### src/rtl/module_regbank_spi_arb_pkg.sv
// Shared types and helpers for the host/SPI arbitrated register bank.
package pkg_spi_regbank;

  // Bank ownership: host port or SPI engine port.
  typedef enum logic [0:0] {
    ST_HOST = 1'b0,
    ST_SPI  = 1'b1
  } state_e;

  // Address width for a bank of 'depth' words (at least one bit).
  function automatic int unsigned aw(input int unsigned depth);
    return (depth < 2) ? 1 : $clog2(depth);
  endfunction

endpackage

### src/rtl/module_regbank_spi_arb_burst_ptr.sv
// SPI burst pointer: start load, per-access increment with wrap, length count and done pulse.
module module_spi_burst_ptr
  import pkg_spi_regbank::*;
#(
  parameter int unsigned DEPTH = 8,
  parameter int unsigned AW    = aw(DEPTH)
) (
  input  logic          clk_i,
  input  logic          reset_i,
  input  logic          active_i,
  input  logic          start_i,
  input  logic [AW-1:0] base_i,
  input  logic [AW:0]   len_i,
  input  logic          access_i,
  output logic [AW-1:0] ptr_o,
  output logic          done_o
);

  localparam logic [AW-1:0] LAST = AW'(DEPTH - 1);

  logic [AW-1:0] ptr_q;
  logic [AW:0]   cnt_q;
  logic [AW:0]   cnt_inc;
  logic          done_q;

  assign cnt_inc = (AW + 1)'(cnt_q + 1'b1);

  // Pointer/counter update; losing ownership aborts the burst count.
  always_ff @(posedge clk_i) begin
    if (reset_i) begin
      ptr_q  <= '0;
      cnt_q  <= '0;
      done_q <= 1'b0;
    end else begin
      done_q <= 1'b0;
      if (!active_i) begin
        cnt_q <= '0;
      end else if (start_i) begin
        ptr_q <= base_i;
        cnt_q <= '0;
      end else if (access_i) begin
        ptr_q <= (ptr_q == LAST) ? '0 : AW'(ptr_q + 1'b1);
        if ((len_i != '0) && (cnt_inc == len_i)) begin
          cnt_q  <= '0;
          done_q <= 1'b1;
        end else begin
          cnt_q <= cnt_inc;
        end
      end
    end
  end

  assign ptr_o  = ptr_q;
  assign done_o = done_q;

endmodule

### src/rtl/module_regbank_spi_arb.sv
// Register bank shared between a host port and an SPI engine, with ownership
// handshake, byte-enabled host writes, burst pointer and per-entry dirty flags.
module module_regbank_spi_arb
  import pkg_spi_regbank::*;
#(
  parameter  int unsigned DATA_W = 32,
  parameter  int unsigned DEPTH  = 8,
  localparam int unsigned AW     = aw(DEPTH),
  localparam int unsigned NB     = DATA_W / 8
) (
  input  logic              clk_i,
  input  logic              reset_i,
  input  logic              hold_ctrl_i,
  output logic              hold_ack_o,
  input  logic              host_we_i,
  input  logic              host_re_i,
  input  logic [AW-1:0]     host_addr_i,
  input  logic [NB-1:0]     host_be_i,
  input  logic [DATA_W-1:0] host_wdata_i,
  output logic [DATA_W-1:0] host_rdata_o,
  output logic              host_rvalid_o,
  output logic              host_busy_o,
  input  logic              spi_start_i,
  input  logic [AW-1:0]     spi_base_i,
  input  logic [AW:0]       spi_len_i,
  input  logic              spi_we_i,
  input  logic              spi_re_i,
  input  logic [DATA_W-1:0] spi_wdata_i,
  output logic [DATA_W-1:0] spi_rdata_o,
  output logic              spi_rvalid_o,
  output logic              spi_done_o,
  output logic [DEPTH-1:0]  dirty_o
);

  // One bit per encodable address; set where the address maps to a real word.
  localparam int unsigned          NSLOT   = 1 << AW;
  localparam logic [NSLOT-1:0]     ADDR_OK = NSLOT'((64'd1 << DEPTH) - 64'd1);

  state_e              state_q, state_d;
  logic                hold_ack_q, host_busy_q;
  logic [DATA_W-1:0]   mem_q [DEPTH];
  logic [DEPTH-1:0]    dirty_q;
  logic [DATA_W-1:0]   host_rdata_q, spi_rdata_q;
  logic                host_rvalid_q, spi_rvalid_q;
  logic [AW-1:0]       spi_ptr;
  logic                host_own, spi_own;
  logic                host_wr, host_rd, spi_wr, spi_rd, spi_acc;
  logic                host_ok, spi_ok;

  // Ownership state register and registered handshake outputs.
  always_ff @(posedge clk_i) begin
    if (reset_i) begin
      state_q     <= ST_HOST;
      hold_ack_q  <= 1'b0;
      host_busy_q <= 1'b0;
    end else begin
      state_q     <= state_d;
      hold_ack_q  <= (state_d == ST_SPI);
      host_busy_q <= (state_d == ST_SPI);
    end
  end

  // Next ownership state follows the SPI hold request.
  always_comb begin
    state_d = state_q;
    case (state_q)
      ST_HOST: if (hold_ctrl_i)  state_d = ST_SPI;
      ST_SPI:  if (!hold_ctrl_i) state_d = ST_HOST;
      default: state_d = ST_HOST;
    endcase
  end

  // Strobe qualification: each port acts only while it owns the bank.
  assign host_own = (state_q == ST_HOST);
  assign spi_own  = (state_q == ST_SPI);
  assign host_wr  = host_own & host_we_i;
  assign host_rd  = host_own & host_re_i;
  assign spi_acc  = spi_own & ~spi_start_i & (spi_we_i | spi_re_i);
  assign spi_wr   = spi_acc & spi_we_i;
  assign spi_rd   = spi_acc & spi_re_i;
  assign host_ok  = ADDR_OK[host_addr_i];
  assign spi_ok   = ADDR_OK[spi_ptr];

  module_spi_burst_ptr #(
    .DEPTH (DEPTH),
    .AW    (AW)
  ) u_burst_ptr (
    .clk_i    (clk_i),
    .reset_i  (reset_i),
    .active_i (spi_own),
    .start_i  (spi_start_i),
    .base_i   (spi_base_i),
    .len_i    (spi_len_i),
    .access_i (spi_acc),
    .ptr_o    (spi_ptr),
    .done_o   (spi_done_o)
  );

  // Storage and dirty flags; ownership makes host and SPI updates exclusive.
  always_ff @(posedge clk_i) begin
    if (reset_i) begin
      for (int unsigned i = 0; i < DEPTH; i++) mem_q[i] <= '0;
      dirty_q <= '0;
    end else begin
      if (host_wr && host_ok) begin
        for (int unsigned b = 0; b < NB; b++) begin
          if (host_be_i[b]) mem_q[host_addr_i][b*8 +: 8] <= host_wdata_i[b*8 +: 8];
        end
      end
      if (spi_wr && spi_ok) begin
        mem_q[spi_ptr]   <= spi_wdata_i;
        dirty_q[spi_ptr] <= 1'b1;
      end
      if ((host_wr || host_rd) && host_ok) dirty_q[host_addr_i] <= 1'b0;
    end
  end

  // Registered reads: sample pre-write contents, out-of-range reads return zero.
  always_ff @(posedge clk_i) begin
    if (reset_i) begin
      host_rdata_q  <= '0;
      host_rvalid_q <= 1'b0;
      spi_rdata_q   <= '0;
      spi_rvalid_q  <= 1'b0;
    end else begin
      host_rvalid_q <= host_rd;
      spi_rvalid_q  <= spi_rd;
      if (host_rd) host_rdata_q <= host_ok ? mem_q[host_addr_i] : '0;
      if (spi_rd)  spi_rdata_q  <= spi_ok ? mem_q[spi_ptr] : '0;
    end
  end

  assign hold_ack_o    = hold_ack_q;
  assign host_busy_o   = host_busy_q;
  assign host_rdata_o  = host_rdata_q;
  assign host_rvalid_o = host_rvalid_q;
  assign spi_rdata_o   = spi_rdata_q;
  assign spi_rvalid_o  = spi_rvalid_q;
  assign dirty_o       = dirty_q;

endmodule

### config.mk
export PLATFORM = sky130hd
export DESIGN_NAME = module_regbank_spi_arb
export DESIGN_NICKNAME = d
export VERILOG_FILES = /design/src/rtl/module_regbank_spi_arb_pkg.sv /design/src/rtl/module_regbank_spi_arb_burst_ptr.sv /design/src/rtl/module_regbank_spi_arb.sv
export SDC_FILE = /design/constraint.sdc
export NUM_CORES = 1
export LEC_CHECK = 0
export CORE_ASPECT_RATIO = 1.2
export CORE_MARGIN = 1.5
export CORE_UTILIZATION = 30
export CTS_CLUSTER_SIZE = 40
export DETAILED_ROUTE_END_ITERATION = 10
export PLACE_DENSITY_LB_ADDON = 0.3
export REMOVE_ABC_BUFFERS = 1
export SLEW_MARGIN = 20
export SYNTH_ARGS = -nofsm -noshare
export SYNTH_HDL_FRONTEND = slang
export SYNTH_HIERARCHICAL = 1
export SYNTH_SLANG_ARGS = --single-unit
### constraint.sdc
create_clock -name clk_i -period 4.55 [get_ports clk_i]
set_input_delay 0.91 -clock clk_i [delete_from_list [all_inputs] [get_ports clk_i]]
set_output_delay 0.91 -clock clk_i [all_outputs]
set_load 0.005 [all_outputs]
# Yosys cells after proc, flatten, opt, wreduce, memory -nomap -nowiden
# Memories as Yosys holds them, arrays and structs flattened. A register that Yosys moved wholly into a read port is not among the register bits.
# Index checks and enable logic that the tools add are counted.
# Widths: inputs -> output; s select.
dict set report word_totals {
  reg_bits 83
  mem_bits_rw 256
  mem_bits_ro 16
  in_bits 86
  output_inout_bits 77
  word_cells 95
  mem_count 3
}
# name depth width read_ports rd_ports_with_merged_regs wr line
set memory_table {}
lappend memory_table {mem_q 8 32 2 1 8 module_regbank_spi_arb.sv:41} ;# logic [DATA_W-1:0] mem_q [DEPTH];
lappend memory_table {{(name not given)} 8 1 1 1 0 module_regbank_spi_arb.sv:82} ;# assign spi_ok = ADDR_OK[spi_ptr];
lappend memory_table {{(name not given)} 8 1 1 0 0 module_regbank_spi_arb.sv:81} ;# assign host_ok = ADDR_OK[host_addr_i];
dict set report classes {
  add_sub_neg 2
  n_lt_le_gt_ge 4
  n_eq_ne 2
  mux 48
  bitwise 13
  reduce_logical 14
}
# cell count
set op_table {}
lappend op_table {{$mux 32} 4}
lappend op_table {{$reduce_or 32->1} 2}
lappend op_table {{$mux 1} 27}
lappend op_table {{$mux 3} 9}
lappend op_table {{$mux 8} 3}
lappend op_table {{$mux 4} 3}
lappend op_table {{$and 8x8->8} 1}
lappend op_table {{$lt 3x4->1 const B} 2}
lappend op_table {{$not 8->8} 1}
lappend op_table {{$or 8x8->8} 1}
lappend op_table {{$and 1x1->1} 6}
lappend op_table {{$demux 1 s3} 2}
lappend op_table {{$ge 3x1->1 const B} 2}
lappend op_table {{$logic_and 1x1->1} 6}
lappend op_table {{$add 4x1->4 const B} 1}
lappend op_table {{$eq 4x4->1} 1}
lappend op_table {{$reduce_bool 4->1} 1}
lappend op_table {{$reduce_or 4->1} 1}
lappend op_table {{$add 3x1->3 const B} 1}
lappend op_table {{$eq 3x3->1 const B} 1}
lappend op_table {{$not 1->1} 3}
lappend op_table {{$reduce_or 3->1} 1}
lappend op_table {{$reduce_and 2->1} 1}
lappend op_table {{$reduce_bool 2->1} 1}
lappend op_table {{other kinds (2)} 2}

# Longest topological paths before layout
# Gate-level depths: netlist of run 1.
dict set report depth {
  ltp_word 10
  depth_mapped 8
  mapped_depth_nobuf 6
}

# By module
# The synthesis of run 1 kept the hierarchy.
# mod n_inst cells_per_inst area_each_um2 seq_area_each_um2
set modules_own_cells {}
lappend modules_own_cells {module_regbank_spi_arb 1 1520 16754.8 9188.8}
lappend modules_own_cells {module_spi_burst_ptr 1 53 478.0 160.2}

# Worst setup path before layout of run 1
# Ideal clock, no wire load.
dict set report synth_timing {
  path_kind {in2reg}
  startpoint {input port spi_start_i}
  endpoint {memory mem_q[0][0], enable pin}
  setup_ns 0.375
  t_arrival_ns 2.544
  setup_slack_ns 1.631
  stages 6
  n_path_buf 2
  cell_sequence {nor4bb_4 > buf_6 > mux2i_1 > buf_2 > nand2_1 > o21bai_1}
}
# element line
set synth_rtl {}
lappend synth_rtl {{start: declaration} module_regbank_spi_arb.sv:23} ;# input logic spi_start_i,
lappend synth_rtl {{end: declaration} module_regbank_spi_arb.sv:41}

==> impl_metrics.yaml, run 1 <==
sta:
  timing.final.crit_share_pct: 73.8
  rsz0062_at_grt: "false"
  tightest_slew_ns: 1.11
  fmax_ghz: 0.298
  report.final.slew_viol_count: 0
  period_minus_slack_ns: 3.36
  setup_viol: 0
  whs_ns: 0.492
  slew_headroom_pct: 25.9
  worst_clock_skew_ns: 0.0257
  finalHoldViolCount: 0
power_and_ir_drop:
  p_seq_share_pct: 46.5
  p_int_w: 0.00568
  p_per_area_nw_per_um2: 361
  ir_worst_vdd_mv: 0.212
  p_sw_w: 0.00191
  leakage_nw: 7.22
  switching_share_pct: 25.1
  p_comb_share_pct: 12.4
  clkPwrFrac_pct: 41.1
logic_synthesis:
  yosysTopAreaCell: "edfxtp_1"
  synth_edf_count: 256
  yosys_warnings: 6
  synth_top_cells_by_count: "nor2_1, edfxtp_1, mux2i_1"
  synth_most_common_cell: "nor2_1"
  async_reset_ff_share_pct: 0
  synth_seq_cells: 339
  ys_top_cells_by_area: "edfxtp_1, dfxtp_1, nor2_1"
  ys_seq_area_share_pct: 54.3
  synth_top_cell_area_share_pct: 44.6
  ys.flop_type: "edfxtp_1"
  synth_area_um2: 17200
  syn_inst: 1573
  synth_cell_types: 61
  postSynthAreaPerCell_um2: 11.0
cts:
  clkTransAtPathRegs_ns: 0.06
  cts.sinks: 339
  cts-hold-fix-buffers: 0
  root_buffer: "clkbuf_16"
  postCtsResizedCells: 0
  clockBufferDepth: 3
  insertion_delay_ns: 0.54
  cts_made_buffers: 35
  htree_levels: 2
  cts_tree: "yes"
  cts_setup_buffers: 0
finish:
  fin_util_pct: 36.9
  num_antenna_cells: 0
  nFillCells: 5620
  drive_gt1_share_pct: 14.4
  area_delta_synth_final_pct: 22.0
  stdcell_count: 2479
  fin_area_um2: 21000
  finalNetCount: 1807
worst_hold_path:
  min_path_type: "flip-flop to flip-flop"
critical_path:
  cp_top_family: "buffers and inverters"
  slowest_delay_ns: 0.85
  cp_max_fo: 11
  critical_path_arrival_ns: 3.50
  end_kind: "flip-flop"
  critPathLaunchType: "input port"
  critical_path_class: "input port to flip-flop"
  path_buf_inv: 2
  path_cells: "clkdlybuf4s50_1, nor4bb_4, buf_4, mux2i_4, nand2_1, o21bai_1"
  worstPathRequired_ns: 4.70
  slowest_stage: "o21bai_1"
drt:
  wire_per_inst_um: 25.7
  drcViolationCount: 0
  drt_iter0_markers: 1267
  dr.pass1.iters: 5
  totalWireLength_um: 63700
  num_vias: 13900
  ant_nets: 0
  vias_per_cell: 5.62
floorplan:
  ios: 163
  rows: 96
  start_util_pct: 30.3
  coreArea_um2: 56900
  die_h_um: 266
  die_w_um: 222
  die_area_um2: 58900
global_routing:
  grt_pass1_vias: 14200
  busiest_layer: "met2"
  overflow: 0
  met2_usage_pct: 36.3
  use_met3_pct: 3.11
  grt_util_met1_pct: 25.7
  grt_start_max_net_pins: 66
  grt_pass1_wl_um: 93000
  grtUsageTotal_pct: 21.2
  grt_antenna_before_repair: 0
outcome:
  status: "completed"
job:
  maxCapViolCount: 0
place:
  gp_congestion: 0.882
  dp.cells: 2416
  hpwl_um: 41100
  io_buffers: 162
  dpl-instance-area_um2: 19800
-- state kept, by name (all words and copies together) (netlist names) --
register	flops
host_rdata_o	32
spi_rdata_o	32
host_rvalid_o	1
spi_rvalid_o	1
u_burst_ptr/done_o	1
u_burst_ptr/ptr_o	3
u_burst_ptr/cnt_q	4
mem_q	256
host_busy_o	1
dirty_o	8
-- layer usage --
| layer | vias up | share of wire, % |
|---|---|---|
| li1 | 6183 | - |
| met1 | 6938 | 39 |
| met2 | 660 | 48 |
| met3 | 163 | 7.2 |
| met4 | 0 | 5.3 |
| met5 | - | 0 |
-- final timing paths --
| check | to | from | slack, ns | cells after the start |
|---|---|---|---|---|
| setup / recovery | mem_q[3][3]$_SDFFCE_PN0P_ | spi_we_i | 1.19 | 6 |
| hold / removal | spi_rdata_o[17]$_SDFFE_PP0P_ | spi_rdata_o[17]$_SDFFE_PP0P_ | 0.49 | 2 |
| setup reg to reg | spi_rdata_o[17]$_SDFFE_PP0P_ | u_burst_ptr/ptr_o[2]$_SDFFE_PP0P_ | 1.45 | 5 |
| hold reg to reg | spi_rdata_o[17]$_SDFFE_PP0P_ | spi_rdata_o[17]$_SDFFE_PP0P_ | 0.49 | 2 |
-- cell usage in the layout (no fill, tap or decap), types with 4 or more instances in the layout --
cell type,Yosys,final
a2111oi_0,4,4
edfxtp_1,256,256
a211oi_1,24,24
dfxtp_1,83,80
and2_1,7,7
o211ai_1,10,10
clkinv_2,0,5
clkinvlp_4,0,5
a31oi_1,13,13
nand2_1,37,37
nor3_1,46,46
o2bb2ai_1,5,5
inv_1,5,5
clkbuf_16,0,37
o21bai_1,25,25
a311oi_1,11,11
nand3_1,62,62
a22o_1,8,8
nand3b_1,19,19
o22ai_1,5,5
a21oi_1,46,46
a22oi_1,26,26
a2bb2oi_1,4,4
mux2i_4,2,4
bufinv_16,0,6
a221oi_1,35,35
o21a_1,9,9
nor2_1,349,347
o21ai_0,30,30
a32oi_1,4,4
nand4_2,6,6
clkbuf_1,63,7
mux2_2,80,80
buf_4,16,80
mux4_2,4,4
clkdlybuf4s50_1,0,158
mux2i_1,119,117
a221o_1,42,42
nor2b_1,11,10
nand2b_1,16,16
-- cells by family (layout without fill, tap and decap cells) --
| group | Yosys count | after routing | synth area share, % |
|---|---|---|---|
| compound gates | 310 | 310 | 13.5 |
| xor+xnor | 6 | 6 | 0.305 |
| fa+ha+maj | 3 | 3 | 0.218 |
| buf+inv | 140 | 311 | 3.88 |
| flops | 339 | 339 | 54.3 |
| mux | 206 | 206 | 13.0 |
| simple gates | 569 | 569 | 14.8 |
-- power groups by stage --
stage	Combinational (W)	Sequential, W	Clock [W]
final	0.000939	0.00353	0.00312
after floorplan	0.000418	0.00358	0
after CTS	0.000936	0.00353	0.00316
after detailed placement	0.000932	0.00359	0
after global routing	0.000990	0.00354	0.00327
after global placement	0.000925	0.00359	0
-- metrics by stage --
stage	worst slack (ns)	total power, W	TNS, ns
6_report	1.19	0.00759	0
3_5_place_dp	0.640	0.00453	0
2_1_floorplan	-0.661	0.00400	-173.39
5_1_grt	1.06	0.00780	0
4_1_cts	1.19	0.00762	0
3_3_place_gp	0.729	0.00451	0
-- final cells by class --
type / count / area [um^2] / share of cell area (%)
clock buffer: 46 / 980 / 4.66
clock inverter: 17 / 246 / 1.17
inverter: 5 / 18.8 / 0.0893
multi-input combinational: 1094 / 7250 / 34.5
sequential: 339 / 9360 / 44.5
tap: 735 / 920 / 4.37
timing repair buffer: 243 / 2250 / 10.7
-- tightest hold or removal path: cells and delay by family (launching register included) --
family	cells	cell delay, ns
DFF	1	0.31
and+or+nand+nor	2	0.14
Note: power is estimated with default switching activity, not from simulation.
==> run 2, diff against run 1 <==
clock period = 2.8 ns   (was 4.55 ns; I/O delays follow)
==> run 2 against run 1 <==
Register-to-register slack got worse by 0.88 ns; die area did not move; count of clock-buffer cells in the layout increased by 3; routed wire length is 1.8% higher; via count is 3.3% higher; hold slack lost 0.0054 ns; total power grew 64%; critical endpoint is now mem_q[1][10]$_SDFFCE_PN0P_; largest power group unchanged; highest routed layer unchanged.
==> impl_metrics.yaml, run 2 (synthesis gave the netlist of run 1 again) <==
power_and_ir_drop:
  leakage_nw: 7.79
  ir_worst_vdd_mv: 0.376
  p_per_area_nw_per_um2: 566
  total_power_w: 0.0125
outcome:
  status: "completed"
finish:
  drive_gt1_share_pct: 18.9
  finalNetCount: 1899
  largest-register: "mem_q"
  multi_input_area_um2: 7250
  area_delta_synth_final_pct: 27.7
  layout_commonest_cell: "nor2_1"
  largest_reg_flops: 256
  nFillCells: 5552
  register_area_um2: 9360
  fin_area_um2: 22000
  layout.cells.most_common_list: "nor2_1, edfxtp_1, clkdlybuf4s50_1"
cts:
  cts_tree: "yes"
  cts_setup_buffers: 0
  insertion_delay_ns: 0.54
  root_buffer: "clkbuf_16"
  clkTransAtPathRegs_ns: 0.06
  cts.sinks: 339
  clockBufferDepth: 3
  htree_levels: 2
  postCtsResizedCells: 0
  cts-hold-fix-buffers: 0
  cts_made_buffers: 37
sta:
  whs_ns: 0.487
  period_minus_slack_ns: 2.52
  tightest_slew_ns: 0.892
  setup_viol: 0
  rsz0062_at_grt: "false"
  report.final.slew_viol_count: 0
  setup_tns_ns: 0
  worst_clock_skew_ns: 0.0130
  fmax_ghz: 0.397
  finalHoldViolCount: 0
  timing.final.crit_share_pct: 89.9
  slew_headroom_pct: 40.5
floorplan:
  coreArea_um2: 56900
  ios: 163
  die_w_um: 222
  start_util_pct: 30.3
  die_h_um: 266
  die_area_um2: 58900
  rows: 96
job:
  maxCapViolCount: 0
worst_hold_path:
  min_path_type: "flip-flop to flip-flop"
  holdPathStages: 2
  worst_hold_path.endpoint: "spi_rdata_o[27]$_SDFFE_PP0P_"
  worstHoldStart: "spi_rdata_o[27]$_SDFFE_PP0P_"
critical_path:
  critical_path_arrival_ns: 2.76
  worst_r2r_path_depth: 6
  reg2reg_setup_slack_ns: 0.57
  critical_path_class: "input port to flip-flop"
  worstPathRequired_ns: 3.05
  regToRegEndpoint: "mem_q[1][10]$_SDFFCE_PN0P_"
  critPathLaunchType: "input port"
  end_kind: "flip-flop"
  r2r-start: "host_busy_o$_SDFF_PP0_"
  cp_max_fo: 9
global_routing:
  grt_pass1_vias: 14300
  grt_start_max_net_pins: 117
  overflow: 0
  grtUsageTotal_pct: 21.6
  grt_antenna_before_repair: 2
  grt_pass1_wl_um: 94500
drt:
  vias_per_cell: 5.59
  wire_per_inst_um: 25.2
  dr.pass1.iters: 5
  num_vias: 14400
  drcViolationCount: 0
  drt_iter0_markers: 1337
  ant_nets: 0
  totalWireLength_um: 64800
place:
  io_buffers: 162
  dpl-instance-area_um2: 20800
  gp_congestion: 0.872
  hpwl_um: 44300
-- run 2: report_power, final --
part	leakage [nW]	total (W)	internal (W)	switching, W
Sequential	3.39	0.00571	0.00559	0.000116
Combinational	3.79	0.00171	0.000733	0.000981
Clock	0.611	0.00503	0.00293	0.00210
Total	7.79	0.0125	0.00925	0.00320
-- run 2: per-layer routing --
metal	global-route usage, %	vias to the layer above	part of all wire, %
li1	-	6391	-
met1	26.3	7137	39
met2	37.1	727	49
met3	3.41	150	7.4
met4	10.6	0	4.6
met5	0	-	0
-- run 2: worst max-delay path, stage by stage --
cell and delay, ns:
clkdlybuf4s50_1 0.51, nor4bb_4 0.39, buf_12 0.21, mux2i_4 0.29, nand2_1 0.28, o21bai_1 0.32, buf_4 0.20
-- run 2: how the worst max path moves through the flow --
| stage | depth (start not counted) | from | slack [ns] | end |
|---|---|---|---|---|
| after floorplan | 4 | spi_we_i | -2.06 | mem_q[0][0]$_SDFFCE_PN0P_ |
| after detailed placement | 7 | spi_we_i | -0.23 | mem_q[1][15]$_SDFFCE_PN0P_ |
| after CTS | 7 | spi_we_i | 0.30 | mem_q[1][10]$_SDFFCE_PN0P_ |
| final | 7 | spi_we_i | 0.28 | mem_q[1][10]$_SDFFCE_PN0P_ |
| after global routing | 8 | spi_we_i | 0.20 | mem_q[5][0]$_SDFFCE_PN0P_ |
| after global placement | 7 | spi_we_i | -0.19 | mem_q[1][15]$_SDFFCE_PN0P_ |
-- run 2: layout make-up --
type	instances	area share [%]
tap	735	4.18
timing repair buffer	333	14.6
clock inverter	19	0.745
antenna	1	0.0114
sequential	339	42.5
multi-input combinational	1094	32.9
inverter	5	0.0853
clock buffer	49	4.93
-- run 2: stage by stage --
stage / instances / util [%] / setup slack, ns
after floorplan: 1438 / - / -2.06
after global placement: 2506 / 36.5 / -0.189
after detailed placement: 2506 / 36.5 / -0.234
after CTS: 2574 / 38.7 / 0.303
after global routing: 2575 / 38.7 / 0.204
final: 2575 / 38.7 / 0.284
==> run 3, diff against run 2 <==
CELL_PAD_IN_SITES_DETAIL_PLACEMENT = 0   (was unset)
CELL_PAD_IN_SITES_GLOBAL_PLACEMENT = 2   (was unset)
CORE_UTILIZATION = 35   (was 30)
==> run 3 against run 2 <==
Clock power is 2% higher; die area is 14% lower; final cell count is 4.7% lower; critical endpoint is now mem_q[0][14]$_SDFFCE_PN0P_; core utilization is 6.5 points higher; count of clock-buffer cells in the layout is 5 lower; clock skew is 0.0019 ns higher; non-clock buffer count is 15 lower; sequential power hardly changed; first-iteration DRC count is 10% lower; hold slack better by 0.0038 ns; register-to-register slack worse by 0.08 ns; total power is 0.73% higher.
==> impl_metrics.yaml, run 3 (synthesis gave the netlist of run 1 again) <==
global_routing:
  grt_pass1_wl_um: 92500
  grt_pass1_vias: 14000
  overflow: 0
  grt_antenna_before_repair: 1
  grtUsageTotal_pct: 25.2
  grt_start_max_net_pins: 70
floorplan:
  die_w_um: 206
  ios: 163
  start_util_pct: 35.7
  die_area_um2: 50600
  rows: 88
  coreArea_um2: 48300
  die_h_um: 246
critical_path:
  critical_path_arrival_ns: 2.81
  worstPathRequired_ns: 3.05
  cp_max_fo: 7
  end_kind: "flip-flop"
  critical_path_class: "input port to flip-flop"
  critPathLaunchType: "input port"
sta:
  timing.final.crit_share_pct: 91.4
  report.final.slew_viol_count: 0
  worst_clock_skew_ns: 0.0149
  setup_viol: 0
  slew_headroom_pct: 36.5
  rsz0062_at_grt: "false"
  tightest_slew_ns: 0.951
  finalHoldViolCount: 0
  fmax_ghz: 0.391
  setup_tns_ns: 0
  period_minus_slack_ns: 2.56
finish:
  stdcell_count: 2454
  area_delta_synth_final_pct: 26.6
  layout.cells.most_common_list: "nor2_1, edfxtp_1, clkdlybuf4s50_1"
  num_antenna_cells: 0
  drive_gt1_share_pct: 18.1
  fin_util_pct: 45.1
  largest-register: "mem_q"
  finalNetCount: 1884
  largest_reg_flops: 256
  layout_commonest_cell: "nor2_1"
  fin_area_um2: 21800
drt:
  dr.pass1.iters: 9
  ant_nets: 0
  num_vias: 14100
  wire_per_inst_um: 26.1
  vias_per_cell: 5.74
  drt_iter0_markers: 1202
  drcViolationCount: 0
  totalWireLength_um: 63900
place:
  gp_congestion: 0.872
  dp.cells: 2386
  io_buffers: 162
  hpwl_um: 43100
  dpl-instance-area_um2: 20600
cts:
  cts-hold-fix-buffers: 0
  htree_levels: 2
  cts_made_buffers: 37
  clockBufferDepth: 3
  postCtsResizedCells: 0
  cts_setup_buffers: 0
  root_buffer: "clkbuf_16"
  cts_tree: "yes"
  insertion_delay_ns: 0.54
  clkTransAtPathRegs_ns: 0.06
  cts.sinks: 339
power_and_ir_drop:
  leakage_nw: 7.73
  p_per_area_nw_per_um2: 575
  ir_worst_vdd_mv: 0.350
outcome:
  status: "completed"
job:
  maxCapViolCount: 0
worst_hold_path:
  min_path_type: "flip-flop to flip-flop"
run 3: where the power goes:
part / internal [W] / leakage [nW] / switching [W]
sequential: 0.00559 / 3.39 / 0.000134
combinational: 0.000727 / 3.73 / 0.000948
clock: 0.00305 / 0.615 / 0.00210
total: 0.00936 / 7.73 / 0.00318
run 3: metrics by stage:
step                      hold slack, ns  setup WS, ns  power, W
after CTS                          0.490         0.277    0.0126
final                              0.491         0.240    0.0125
after global routing               0.515         0.155    0.0129
after global placement             0.478        -0.240   0.00748
after floorplan                    0.479         -2.06   0.00650
after detailed placement           0.482        -0.262   0.00749
run 3: routing by layer:
| metal | vias up | global-route usage (%) | routed length, um |
|---|---|---|---|
| met2 | 623 | 42.0 | 30800 |
| met1 | 6972 | 31.9 | 25700 |
| li1 | 6349 | - | - |
| met5 | - | 0 | 0 |
| met4 | 0 | 10.8 | 2700 |
| met3 | 140 | 4.47 | 4810 |
run 3: path summary, 6_finish.rpt:
kind                                startpoint                             to  slack [ns]  depth (start not counted)
min reg2reg      host_rdata_o[29]$_SDFFE_PP0P_  host_rdata_o[29]$_SDFFE_PP0P_        0.49                          2
min              host_rdata_o[29]$_SDFFE_PP0P_  host_rdata_o[29]$_SDFFE_PP0P_        0.49                          2
max reg2reg  u_burst_ptr/ptr_o[1]$_SDFFE_PP0P_   spi_rdata_o[10]$_SDFFE_PP0P_        0.49                          5
max                                spi_start_i     mem_q[0][14]$_SDFFCE_PN0P_        0.24                          7
run 3: worst max-delay path, cell delays in order:
cell and delay, ns:
clkdlybuf4s50_1 0.50, nor4bb_4 0.37, buf_12 0.20, mux2i_4 0.33
nand2_1 0.29, o21bai_1 0.35, buf_4 0.21
run 3: cell type report:
| type | count | area [um^2] |
|---|---|---|
| clock inverters | 24 | 263 |
| well taps | 630 | 788 |
| inverters | 5 | 18.8 |
| flip-flops and latches | 339 | 9360 |
| multi-input cells | 1094 | 7250 |
| repair buffers | 318 | 3140 |
| clock buffers | 44 | 1000 |
| fillers | 4490 | 26500 |
